==> config.mk <==
export PLATFORM = sky130hd
export DESIGN_NAME = io_input_cond
export DESIGN_NICKNAME = d
export VERILOG_FILES = /design/src/rtl/io_cond_pkg.sv /design/src/rtl/debounce_ch.sv /design/src/rtl/io_input_cond.sv
export SDC_FILE = /design/constraint.sdc
export NUM_CORES = 1
export LEC_CHECK = 0
export CAP_MARGIN = 30
export CORE_UTILIZATION = 55
export CTS_CLUSTER_SIZE = 10
export DETAILED_ROUTE_END_ITERATION = 12
export PLACE_DENSITY = 0.74
export SLEW_MARGIN = 10
export SYNTH_ARGS = -nofsm -noshare
export SYNTH_HDL_FRONTEND = slang
export SYNTH_HIERARCHICAL = 1
export SYNTH_SLANG_ARGS = --single-unit
==> constraint.sdc <==
create_clock -name i_clk -period 4.4 [get_ports i_clk]
set_input_delay 0.66 -clock i_clk [delete_from_list [all_inputs] [get_ports i_clk]]
set_output_delay 0.66 -clock i_clk [all_outputs]
set_load 0.02 [all_outputs]
==> src/rtl/io_cond_pkg.sv <==
// rtl/io_cond_pkg.sv - shared types and constants for board input conditioning
package io_cond_pkg;

    typedef enum logic [1:0] {
        S_LO      = 2'd0,
        S_PEND_HI = 2'd1,
        S_HI      = 2'd2,
        S_PEND_LO = 2'd3
    } ch_state_t;

    localparam int TICK_DIV_DEF = 50000;
    localparam int DB_TICKS_DEF = 8;
    localparam int NUM_SW       = 32;
    localparam int NUM_BTN      = 4;
    localparam int NUM_CH       = NUM_SW + NUM_BTN;
    localparam int CNT_W        = 4;
    localparam int PRE_W        = 20;

endpackage

==> src/rtl/debounce_ch.sv <==
// rtl/debounce_ch.sv - one input channel: 2-flop synchroniser and tick-driven debounce FSM
module debounce_ch
    import io_cond_pkg::*;
#(
    parameter int DB_TICKS = DB_TICKS_DEF
) (
    input  logic i_clk,
    input  logic rst,
    input  logic i_tick,
    input  logic i_raw,
    output logic o_level
);

    localparam logic [CNT_W-1:0] DB = CNT_W'(DB_TICKS);

    logic             r_sync1;
    logic             r_sync2;
    ch_state_t        r_state;
    ch_state_t        w_state_nxt;
    logic [CNT_W-1:0] r_cnt;
    logic [CNT_W-1:0] w_cnt_nxt;
    logic [CNT_W-1:0] w_cnt_inc;
    logic             r_level;

    always_ff @(posedge i_clk) begin
        if (!rst) begin
            r_sync1 <= 1'b0;
            r_sync2 <= 1'b0;
            r_state <= S_LO;
            r_cnt   <= '0;
            r_level <= 1'b0;
        end else begin
            r_sync1 <= i_raw;
            r_sync2 <= r_sync1;
            r_state <= w_state_nxt;
            r_cnt   <= w_cnt_nxt;
            r_level <= (w_state_nxt == S_HI) || (w_state_nxt == S_PEND_LO);
        end
    end

    // Saturating increment keeps cnt bounded by DB_TICKS
    assign w_cnt_inc = (r_cnt >= DB) ? DB : r_cnt + CNT_W'(1);

    always_comb begin
        w_state_nxt = r_state;
        w_cnt_nxt   = r_cnt;
        if (i_tick) begin
            case (r_state)
                S_LO: begin
                    if (r_sync2) begin
                        if (DB_TICKS == 1) begin
                            w_state_nxt = S_HI;
                            w_cnt_nxt   = '0;
                        end else begin
                            w_state_nxt = S_PEND_HI;
                            w_cnt_nxt   = CNT_W'(1);
                        end
                    end
                end
                S_PEND_HI: begin
                    if (!r_sync2) begin
                        w_state_nxt = S_LO;
                        w_cnt_nxt   = '0;
                    end else if (w_cnt_inc == DB) begin
                        w_state_nxt = S_HI;
                        w_cnt_nxt   = '0;
                    end else begin
                        w_cnt_nxt   = w_cnt_inc;
                    end
                end
                S_HI: begin
                    if (!r_sync2) begin
                        if (DB_TICKS == 1) begin
                            w_state_nxt = S_LO;
                            w_cnt_nxt   = '0;
                        end else begin
                            w_state_nxt = S_PEND_LO;
                            w_cnt_nxt   = CNT_W'(1);
                        end
                    end
                end
                S_PEND_LO: begin
                    if (r_sync2) begin
                        w_state_nxt = S_HI;
                        w_cnt_nxt   = '0;
                    end else if (w_cnt_inc == DB) begin
                        w_state_nxt = S_LO;
                        w_cnt_nxt   = '0;
                    end else begin
                        w_cnt_nxt   = w_cnt_inc;
                    end
                end
                default: begin
                    w_state_nxt = S_LO;
                    w_cnt_nxt   = '0;
                end
            endcase
        end
    end

    assign o_level = r_level;

endmodule

==> src/rtl/io_input_cond.sv <==
// rtl/io_input_cond.sv - debounces board switches/buttons, generates press pulses and sticky latches
module io_input_cond
    import io_cond_pkg::*;
#(
    parameter int TICK_DIV = TICK_DIV_DEF,
    parameter int DB_TICKS = DB_TICKS_DEF
) (
    input  logic               i_clk,
    input  logic               rst,
    input  logic [NUM_SW-1:0]  i_raw_sw,
    input  logic [NUM_BTN-1:0] i_raw_btn_n,
    input  logic [NUM_BTN-1:0] i_clr,
    output logic [NUM_SW-1:0]  o_io_sw,
    output logic [NUM_BTN-1:0] o_io_btn,
    output logic [NUM_BTN-1:0] o_btn_press,
    output logic [NUM_BTN-1:0] o_btn_sticky,
    output logic               o_tick
);

    localparam logic [PRE_W-1:0] PRE_MAX = PRE_W'(TICK_DIV - 1);

    logic [PRE_W-1:0]   r_presc;
    logic               w_tick;
    logic [NUM_CH-1:0]  w_raw;
    logic [NUM_CH-1:0]  w_level;
    logic [NUM_BTN-1:0] r_btn_prev;
    logic [NUM_BTN-1:0] r_sticky;
    logic [NUM_BTN-1:0] w_press;

    always_ff @(posedge i_clk) begin
        if (!rst) begin
            r_presc <= '0;
        end else if (r_presc == PRE_MAX) begin
            r_presc <= '0;
        end else begin
            r_presc <= r_presc + PRE_W'(1);
        end
    end

    assign w_tick = (r_presc == PRE_MAX);

    // Buttons are inverted up front so every channel is active-high
    assign w_raw = {~i_raw_btn_n, i_raw_sw};

    for (genvar g = 0; g < NUM_CH; g++) begin : g_ch
        debounce_ch #(
            .DB_TICKS (DB_TICKS)
        ) u_ch (
            .i_clk   (i_clk),
            .rst     (rst),
            .i_tick  (w_tick),
            .i_raw   (w_raw[g]),
            .o_level (w_level[g])
        );
    end

    assign o_io_sw  = w_level[NUM_SW-1:0];
    assign o_io_btn = w_level[NUM_CH-1:NUM_SW];

    assign w_press = o_io_btn & ~r_btn_prev;

    // Set takes priority over clear when both land in the same cycle
    always_ff @(posedge i_clk) begin
        if (!rst) begin
            r_btn_prev <= '0;
            r_sticky   <= '0;
        end else begin
            r_btn_prev <= o_io_btn;
            r_sticky   <= (r_sticky & ~i_clr) | w_press;
        end
    end

    assign o_btn_press  = w_press;
    assign o_btn_sticky = r_sticky;
    assign o_tick       = w_tick;

endmodule

==> impl_results.md <==
* Required time worst endpoint at 3740 ps
* Number of hold violations in the final report at 0
* Cell count after placement at 2357
* Standard cell with the maximum stage delay on the critical path: sky130_fd_sc_hd__clkdlybuf4s50_1
* Largest driver fanout on the critical path at 9
* Wire length of the first global-routing pass at 57.3 mm
* Leading cell types in the layout, fill and taps excluded: sky130_fd_sc_hd__dfxtp_1, sky130_fd_sc_hd__inv_1, sky130_fd_sc_hd__nand2_1
* Setup Slack @ Placement at 1330 ps
* Worst ir drop on vdd at 0.000282 V
* Classification of the worst setup path: reg -> out
* Cell variety after synth at 38
* Iteration count of the initial detailed-routing pass at 5
* Final Non-Filler Cells at 2416
* Boundary Pins at 87
* Via count of the first global-routing pass at 13136
* Overall Global Routing Usage at 0.195
* Largest net degree at the start of global routing at 159
* Die extent in y at 183 um
* Placer's final routability congestion estimate at 0.832
* Syn Area/Cell at 9.47 um2
* Worst setup path startpoint: r_presc[0]
* Synthesized cell area at 18000 um2
* Clock tree root buffer cell: sky130_fd_sc_hd__clkbuf_16
* DRC violations left at 0
* Gate count after technology mapping at 1905
* Initial core utilization at 0.566
* Ratio of final minimum period to clock period at 0.794
* Power density over cell area at 321 nW/um2
* Number of buffers created by CTS at 42
* Clock transition at the registers of the reported paths at 50 ps
* Worst setup SP type: flop
* Critical-path cell list: ha_1 -> nand3_4 -> nand4b_1 -> nor3_2 -> clkdlybuf4s50_1
* Latest clock arrival within the worst-skew pair at 530 ps
* Num Clock Sinks at 352
* Sum of buffers and inverters on the critical path at 1
* Floorplan die area at 33500 um2
* Final-report setup violation count at 0
* DP HPWL at 21.5 mm
* Count of flip-flops with a built-in enable after synthesis at 0
* Clk buf depth at 3
* Stage delay of the slowest cell on the critical path at 720 ps
* Max-slew violation total from the final report at 0
* Final net count at 2081
* Post-CTS Resized at 0
* Crit path time final at 3490 ps
* Site Rows at 65
* Top_reg_cell synth: sky130_fd_sc_hd__dfxtp_1
* Slew at the pin with the worst max-slew slack at 832 ps
* Total Wirelength at 32.8 mm
* Fraction of final layout cells with drive strength greater than 1 at 0.102
* Hold_ws at 427 ps
* H-tree level count at 2
* Routed wire per std cell at 13.6 um
* Number of nets with antenna violations after routing at 0
* Diode count at 0
* Net count after synthesis at 2020
* Headroom to the max-slew limit at 0.445
* Share of the core filled with cells at 0.640
* FF+latch count, synth at 352
* Status: finished clean
* Start point of the worst min-delay path: g_ch[7].u_ch/r_sync1
* Highest clock rate at 286 MHz
* Number of antenna violations at the first check in global routing at 0
* Layout overhead on the synthesized area at 13.0%
* # Max-Cap Violations at 0
* Post-CTS setup repair buffer count at 0
* Crit-path leading delay family: simple AND/OR/NAND/NOR gates
* DR vias at 13532
* DR iter-0 viols at 564
* Grt total ovfl at 0
* Data arrival time of the critical path at 2830 ps
* Path class of the lowest-slack min-delay path: reg -> reg
* Commonest non-fill, non-tap cell in the layout: sky130_fd_sc_hd__dfxtp_1
* CTS tree: built
* Via density per instance at 5.60
* Total of warnings raised by yosys at 6
* Setup TNS at 0 ps
* Worst clock skew on the final layout at 17.3 ps
* Std-Cell Core Area at 31900 um2
* Count of buffers from port buffering at 86
* Hold-fix buffer count after cts at 0
* Startpoint of the most critical register-to-register path: r_presc[0]
* Die extent in x at 183 um
* Share of the yosys chip area belonging to registers at 0.390
* FFs w/ async S/R, synth at 0
* Setup repair after global routing missed its margin: false
* Critical Path End Type: primary output
* Total leakage power at 7.16 nW
* Worst Setup Slack, final at 906 ps
-- through the flow --
step	instance area (um2)	power, W
2_1_floorplan	18000	0.00347
3_3_place_gp	19200	0.00354
3_5_place_dp	19200	0.00355
4_1_cts	20400	0.00664
5_1_grt	20400	0.00680
6_report	20400	0.00654
-- layout make-up --
| class | count | area, um2 |
|---|---|---|
| multi-input cells | 1283 | 9930 |
| clock buffers | 57 | 1170 |
| clock inverters | 2 | 10.0 |
| fillers | 2655 | 11500 |
| well taps | 435 | 544 |
| flip-flops and latches | 352 | 7050 |
| inverters | 194 | 728 |
| repair buffers | 93 | 968 |
-- power by group --
group	internal (W)	leakage [nW]	total, W	switching [W]
logic	0.000100	3.74	0.000232	0.000132
clock network	0.00183	0.577	0.00307	0.00124
registers	0.00322	2.85	0.00325	0.0000240
-- layer usage --
metal | global-route usage | up-vias | wire, um
met3 | 0.0300 | 49 | 1160
li1 | - | 6827 | -
met5 | 0 | - | 0
met1 | 0.249 | 6437 | 15700
met4 | 0.0507 | 0 | 512
met2 | 0.343 | 219 | 15500
-- cell usage after synthesis, types with 37 or more instances --
master,number,area (um2)
sky130_fd_sc_hd__inv_1,194,728
sky130_fd_sc_hd__nand2_1,113,424
sky130_fd_sc_hd__and3_1,37,231
sky130_fd_sc_hd__nor4b_1,38,333
sky130_fd_sc_hd__ha_1,73,913
sky130_fd_sc_hd__mux2i_1,111,1110
sky130_fd_sc_hd__nand4b_1,37,324
sky130_fd_sc_hd__xnor2_1,50,438
sky130_fd_sc_hd__dfxtp_1,352,7050
sky130_fd_sc_hd__nand2b_1,72,450
sky130_fd_sc_hd__nor2_1,97,364
sky130_fd_sc_hd__nor2b_1,40,250
sky130_fd_sc_hd__a21oi_1,41,205
sky130_fd_sc_hd__and2_1,112,701
sky130_fd_sc_hd__nand3_1,77,385
sky130_fd_sc_hd__nand4_1,41,257
-- cell families (layout without fill, tap and decap cells) --
group	count (synthesis)	in the layout	synth area share
adder cells (fa/ha/maj)	73	73	0.0506
AND/OR/NAND/NOR	680	680	0.212
XOR/XNOR	87	87	0.0572
flip-flops	352	352	0.390
AO/OA/AOI/OAI	332	332	0.168
multiplexers	111	111	0.0616
buffers and inverters	270	346	0.0596
-- path summary, 6_finish.rpt --
kind	endpoint	slack, ps	cells after the start
max reg2reg	g_ch[0].u_ch/o_level	1310	8
min reg2reg	g_ch[7].u_ch/r_sync2	430	1
min	g_ch[7].u_ch/r_sync2	430	1
max	o_tick	910	5
-- flip-flops by register name, summed over array words and instances, names as in the netlist --
| signal | flops |
|---|---|
| g_ch.u_ch/o_level | 36 |
| g_ch.u_ch/r_cnt | 144 |
| g_ch.u_ch/r_state | 72 |
| r_btn_prev | 4 |
| g_ch.u_ch/r_sync2 | 36 |
| r_presc | 20 |
| g_ch.u_ch/r_sync1 | 36 |
| o_btn_sticky | 4 |
No activity file was read; power rests on OpenSTA's default activity.
